--- src/rtl/odo_sbox_pkg.sv ---
// ---------------------------------------------------------------------------
// odo_sbox_pkg
// Shared constants and types for the runtime-loadable inverse 6-bit S-box.
//   SBOX_W       symbol width
//   SBOX_DEPTH   table depth (2**SBOX_W)
//   sbox_state_e table-builder state: EMPTY, LOAD, READY, ERROR
// ---------------------------------------------------------------------------
package odo_sbox_pkg;

  localparam int SBOX_W     = 6;
  localparam int SBOX_DEPTH = 2 ** SBOX_W;

  typedef enum logic [1:0] {
    EMPTY = 2'd0,
    LOAD  = 2'd1,
    READY = 2'd2,
    ERROR = 2'd3
  } sbox_state_e;

endpackage

--- src/rtl/odo_sbox_ram.sv ---
// ---------------------------------------------------------------------------
// odo_sbox_ram
// DEPTH x W single-clock RAM: synchronous write, registered read.
// The read register has a synchronous reset and holds its value when no
// read is requested, so the owner can expose it directly as a held output.
// Ports:
//   clk    clock
//   rst    synchronous active-high reset (read register only; array is not reset)
//   we     write enable; waddr/wdata written on the rising edge
//   re     read enable; rdata <= mem[raddr] on the rising edge
//   rdata  registered read data
// ---------------------------------------------------------------------------
module odo_sbox_ram
  import odo_sbox_pkg::*;
#(
  parameter int W     = SBOX_W,
  parameter int DEPTH = SBOX_DEPTH
) (
  input  logic         clk,
  input  logic         rst,
  input  logic         we,
  input  logic [W-1:0] waddr,
  input  logic [W-1:0] wdata,
  input  logic         re,
  input  logic [W-1:0] raddr,
  output logic [W-1:0] rdata
);

  logic [W-1:0] mem [DEPTH];
  logic [W-1:0] rdata_q;

  always_ff @(posedge clk) begin
    if (we) begin
      mem[waddr] <= wdata;
    end
  end

  always_ff @(posedge clk) begin
    if (rst) begin
      rdata_q <= '0;
    end else if (re) begin
      rdata_q <= mem[raddr];
    end
  end

  assign rdata = rdata_q;

endmodule

--- src/rtl/odo_sbox_inv_table.sv ---
// ---------------------------------------------------------------------------
// odo_sbox_inv_table
// Runtime-loadable inverse S-box. A forward permutation fwd[0..LAST_IDX] is
// streamed in index order; the block writes inv[fwd[i]] = i in place and
// tracks which values have been seen. A repeated value aborts the load
// (ERROR); 64 distinct values are necessarily a bijection, so the table goes
// READY right after the last transfer. In READY, registered 1-cycle inverse
// lookups are served at full rate.
//
// Ports:
//   clk, rst                 clock, synchronous active-high reset
//   load_start               pulse: drop the current table, start a new load
//   load_valid/load_ready    forward-table entry handshake
//   load_data                fwd[i] for the implicit index i
//   tbl_ok                   table complete and bijective
//   tbl_err                  duplicate seen (held until load_start or rst)
//   lk_valid, lk_in          lookup request
//   lk_out, lk_out_valid     inv[lk_in], one cycle later
// Optional build macro ODO_SBOX_INV_FWD_EN adds a forward-table copy and the
// ports fwd_out / fwd_out_valid returning fwd[lk_in] alongside lk_out.
// ---------------------------------------------------------------------------
module odo_sbox_inv_table
  import odo_sbox_pkg::*;
#(
  parameter int W = SBOX_W
) (
  input  logic         clk,
  input  logic         rst,
  input  logic         load_start,
  input  logic         load_valid,
  output logic         load_ready,
  input  logic [W-1:0] load_data,
  output logic         tbl_ok,
  output logic         tbl_err,
  input  logic         lk_valid,
  input  logic [W-1:0] lk_in,
  output logic [W-1:0] lk_out,
  output logic         lk_out_valid
`ifdef ODO_SBOX_INV_FWD_EN
  ,
  output logic [W-1:0] fwd_out,
  output logic         fwd_out_valid
`endif
);

  localparam int           DEPTH    = 2 ** W;
  localparam logic [W-1:0] LAST_IDX = W'(DEPTH - 1);

  sbox_state_e      state_q, state_d;
  logic [W-1:0]     idx_q, idx_d;
  logic [DEPTH-1:0] seen_q, seen_d, seen_set;
  logic             lk_out_valid_q;

  logic xfer;   // accepted forward entry (load_start takes priority)
  logic dup;    // current entry value already written this load
  logic wr_en;  // entry is new: commit it to the table(s)
  logic rd_en;  // lookup is served this cycle

  assign xfer  = (state_q == LOAD) && load_valid && !load_start;
  assign dup   = seen_q[load_data];
  assign wr_en = xfer && !dup;
  // The READY check uses the current state, so a lookup issued together
  // with load_start in READY is still served.
  assign rd_en = lk_valid && (state_q == READY);

  // One-hot decode of the value being committed.
  for (genvar gi = 0; gi < DEPTH; gi++) begin : g_seen
    assign seen_set[gi] = wr_en && (load_data == W'(gi));
  end

  always_comb begin
    state_d    = state_q;
    idx_d      = idx_q;
    seen_d     = seen_q | seen_set;
    load_ready = 1'b0;
    tbl_ok     = 1'b0;
    tbl_err    = 1'b0;

    unique case (state_q)
      EMPTY: ;
      LOAD: begin
        load_ready = 1'b1;
        if (xfer) begin
          if (dup) begin
            state_d = ERROR;
          end else begin
            idx_d = idx_q + W'(1);
            // The final index leaves LOAD, so idx never wraps while loading.
            if (idx_q == LAST_IDX) begin
              state_d = READY;
            end
          end
        end
      end
      READY: tbl_ok  = 1'b1;
      ERROR: tbl_err = 1'b1;
      default: state_d = EMPTY;
    endcase

    if (load_start) begin
      state_d = LOAD;
      idx_d   = '0;
      seen_d  = '0;
    end
  end

  always_ff @(posedge clk) begin
    if (rst) begin
      state_q        <= EMPTY;
      idx_q          <= '0;
      seen_q         <= '0;
      lk_out_valid_q <= 1'b0;
    end else begin
      state_q        <= state_d;
      idx_q          <= idx_d;
      seen_q         <= seen_d;
      lk_out_valid_q <= rd_en;
    end
  end

  // Inverse table: addressed by value, stores the index.
  odo_sbox_ram #(
    .W     (W),
    .DEPTH (DEPTH)
  ) u_inv_ram (
    .clk   (clk),
    .rst   (rst),
    .we    (wr_en),
    .waddr (load_data),
    .wdata (idx_q),
    .re    (rd_en),
    .raddr (lk_in),
    .rdata (lk_out)
  );

  assign lk_out_valid = lk_out_valid_q;

`ifdef ODO_SBOX_INV_FWD_EN
  // Forward copy: addressed by index, stores the value.
  odo_sbox_ram #(
    .W     (W),
    .DEPTH (DEPTH)
  ) u_fwd_ram (
    .clk   (clk),
    .rst   (rst),
    .we    (wr_en),
    .waddr (idx_q),
    .wdata (load_data),
    .re    (rd_en),
    .raddr (lk_in),
    .rdata (fwd_out)
  );

  assign fwd_out_valid = lk_out_valid_q;
`endif

endmodule

--- config.mk ---
export PLATFORM = sky130hd
export DESIGN_NAME = odo_sbox_inv_table
export DESIGN_NICKNAME = d
export VERILOG_FILES = /design/src/rtl/odo_sbox_pkg.sv /design/src/rtl/odo_sbox_ram.sv /design/src/rtl/odo_sbox_inv_table.sv
export SDC_FILE = /design/constraint.sdc
export NUM_CORES = 1
export LEC_CHECK = 0
export BUFFER_PORTS_ARGS = -buffer_cell sky130_fd_sc_hd__buf_2
export CORE_UTILIZATION = 30
export DETAILED_ROUTE_END_ITERATION = 8
export HOLD_SLACK_MARGIN = 0.03
export SLEW_MARGIN = 20
export SYNTH_ARGS = -nofsm -noshare
export SYNTH_HDL_FRONTEND = slang
export SYNTH_HIERARCHICAL = 1
export SYNTH_SLANG_ARGS = --single-unit
export TNS_END_PERCENT = 100
--- constraint.sdc ---
create_clock -name clk -period 3.5 [get_ports clk]
set_input_delay 0.875 -clock clk [delete_from_list [all_inputs] [get_ports clk]]
set_output_delay 0.875 -clock clk [all_outputs]
set_load 0.02 [all_outputs]
==> reports/qor.csv <==
metric,value,unit
wl_per_cell,19.7,microns
area_delta_synth_final,17.2,%
die-width,252,microns
route.vias.total,10300,
hp-class,reg -> reg,
floorplan.core_area,61800,sq um
tritoncts.num_buffers,47,
clock_skews,18.4,ps
fin_crit_sh,0.847,
cts.reportedPaths.clkPinSlew,60,ps
route.detailed.drc,0,
power.density_cell_area,515,nW/um^2
yosysUniqueCellTypes,52,
cp_data_required_time,3720,ps
dieArea,63600,sq um
synth-edff-count,384,
place_hpwl,27.5,mm
setup_viol_count_final,0,
floorplan.initialDensity,0.304,
gpl.final_weighted_congestion,0.809,
antenna_violations_before_repair,1,
run_status,finished clean,
vdd.ir_drop.worst,0.000389,V
synthesis.instances,1147,
cts-resized-gates,0,
first_pass_detailed_route_iteration_total,5,
fin_total_pwr,11.3,mW
worstSkewPairLatency,590,ps
cts_hold_buf,0,
fin_crit_period,2960,ps
number_of_fillers_in_the_final_layout,5806,
yosysSeqAreaShare,0.698,
cts.root.buffer_cell,clkbuf_16,
detailedRoute.firstIterationViolations,901,
reg2regPathDepth,8,
max-slew-margin-rel,0.498,
grt_pass1_wl,65.0,mm
achievable_freq,0.337,GHz
io_pins,27,
crit_path_start_kind,primary input,
async_flop_share,0,
first_global_vias,10500,
ctsLongestPathBuffers,3,
dpl.cell_count,2057,
max_cap_viol_count,0,
critPathMaxFanout,22,
min_path_cells,1,
syn_avg_cell_area,16.4,sq um
worstMarginPinSlew,754,ps
grt_start_max_net_pins,66,
timing.critical_path.to_type,register,
finalNetCount,1287,
critical_path_arrival,3180,ps
clock_sinks,463,
grt_setup_unrepaired,no,
instances_no_fill,2143,
wl,42.2,mm
synth_seq_cells,463,
htreeDepth,2,
synth_warnings,6,
antenna_violating_nets_left,0,
layout_cell_share_with_drive_strength_beyond_1,0.224,
io_buffers,26,
globalRoute.totalOverflow,0,
max_slew_violation_total_from_the_final_report,0,
route.detailed.vias_per_inst,4.82,
p_leak,7.03,nW
global_route.usage.total,0.134,
path_class,in -> reg,
cts_setup_buffers,0,
floorplan.die.height,252,microns
synth_flop_cell,edfxtp_1,
timing.final.hold_violations,0,
nets_in_the_synthesized_netlist,1165,
synth.cell_area,18800,sq um
rows,91,
tritoncts_clock_tree,done,
==> critical path, stage by stage <==
cell     delay, ps
buf_2          210
buf_12         210
mux2i_1        220
a22oi_1        130
a41oi_2        240
o21a_4         170
a22oi_2         60
inv_1          130
buf_4          150
nand3_1        230
nor2_1         540
==> layer usage <==
| layer | vias to the layer above | GRT usage | wire length [microns] |
|---|---|---|---|
| li1 | 4727 | - | - |
| met1 | 5300 | 0.190 | 19500 |
| met2 | 237 | 0.213 | 19800 |
| met3 | 62 | 0.0230 | 1970 |
| met4 | 2 | 0.0360 | 863 |
| met5 | - | 0 | 20 |
==> where the power goes <==
part	switching, mW	internal (mW)
logic	0.257	0.160
clock network	2.08	2.94
registers	0.00258	5.89
==> cells in the mapped netlist, types with 4 or more instances <==
library cell | n | area [sq um]
edfxtp_1 | 384 | 11500
nor2_1 | 143 | 537
mux2i_1 | 81 | 811
dfxtp_1 | 79 | 1580
o21a_1 | 65 | 488
mux4_2 | 64 | 1440
nand2_1 | 36 | 135
a22oi_1 | 31 | 233
nor2b_1 | 29 | 181
clkbuf_1 | 23 | 86.3
nand3_1 | 20 | 100
a211oi_1 | 19 | 143
a22o_1 | 19 | 166
buf_4 | 18 | 135
a21oi_1 | 14 | 70.1
nand2b_1 | 12 | 75.1
buf_2 | 10 | 50.1
buf_6 | 9 | 101
mux4_1 | 8 | 210
o21ai_0 | 7 | 35.0
a31oi_1 | 6 | 37.5
and2_1 | 6 | 37.5
o211a_1 | 6 | 60.1
o32ai_1 | 6 | 52.6
o41ai_2 | 5 | 81.3
inv_1 | 4 | 15.0
nand4_1 | 4 | 25.0
==> final cells by class <==
type | instances | area [sq um] | area share
Timing Repair Buffer | 140 | 1090 | 0.0497
Inverter | 4 | 15.0 | 0.000682
Clock inverter | 26 | 314 | 0.0143
Antenna cell | 1 | 2.50 | 0.000114
Clock buffer | 59 | 1230 | 0.0559
Sequential cell | 463 | 13100 | 0.596
Multi-Input combinational cell | 613 | 5190 | 0.236
Tap cell | 837 | 1050 | 0.0476
==> through the flow <==
stage / util / setup slack, ps / cell area, sq um / TNS (ps) / hold WS, ps
after floorplan: - / 249 / 18800 / 0 / 440
after global placement: 0.331 / 43.3 / 20500 / 0 / 447
after detailed placement: 0.331 / -82.2 / 20500 / -3270 / 453
after CTS: 0.356 / 531 / 22000 / 0 / 467
after global routing: 0.356 / 348 / 22000 / 0 / 476
final: 0.356 / 535 / 22000 / 0 / 464
==> state kept, by name, indices dropped and copies added, names as in the netlist <==
| register | flops |
|---|---|
| idx_q | 6 |
| lk_out_valid | 1 |
| seen_q | 64 |
| state_q | 2 |
| u_inv_ram/mem | 384 |
| u_inv_ram/rdata | 6 |
==> path summary, 6_finish.rpt <==
check,from,end,slack (ps)
worst max-delay path,load_data[1],u_inv_ram/mem[11][3],540
worst min-delay path,seen_q[43],seen_q[43],460
worst max register to register,state_q[0],u_inv_ram/mem[11][3],890
worst min register to register,seen_q[43],seen_q[43],460
==> placed cells by master (no fill, tap or decap), types with 3 or more instances in the layout <==
master / synthesis / final
o32ai_1: 6 / 6
clkbuf_16: 0 / 47
buf_4: 18 / 107
or4_1: 3 / 3
nand4_1: 4 / 4
clkbuf_1: 23 / 11
nor2_1: 143 / 142
mux4_2: 64 / 64
mux4_1: 8 / 8
nand3_1: 20 / 20
and2_1: 6 / 6
o211a_1: 6 / 6
a21oi_1: 14 / 14
o41ai_2: 5 / 5
a31oi_1: 6 / 6
a211oi_1: 19 / 19
nand2b_1: 12 / 12
mux2i_1: 81 / 81
clkinv_1: 0 / 9
nor2b_1: 29 / 29
o21ai_0: 7 / 7
bufinv_16: 0 / 6
o21a_1: 65 / 65
nand3b_1: 3 / 3
dfxtp_1: 79 / 73
dfxtp_2: 0 / 6
a22oi_1: 31 / 31
edfxtp_1: 384 / 384
a22o_1: 19 / 19
or2_2: 3 / 3
o31ai_1: 3 / 3
nand2_1: 36 / 36
inv_1: 4 / 4
buf_12: 3 / 8
clkinv_2: 0 / 6
buf_2: 10 / 24
==> kinds of logic (layout without fill, tap and decap cells) <==
family	after synthesis	in the layout	share of synthesized area
buf+inv	71	229	0.0258
fa+ha+maj	1	1	0.000666
simple gates	273	273	0.0672
flops	463	463	0.698
mux	153	153	0.131
xor+xnor	1	1	0.000466
compound gates	185	185	0.0767
other cells	0	1	0
No activity file was read; power rests on OpenSTA's default activity.
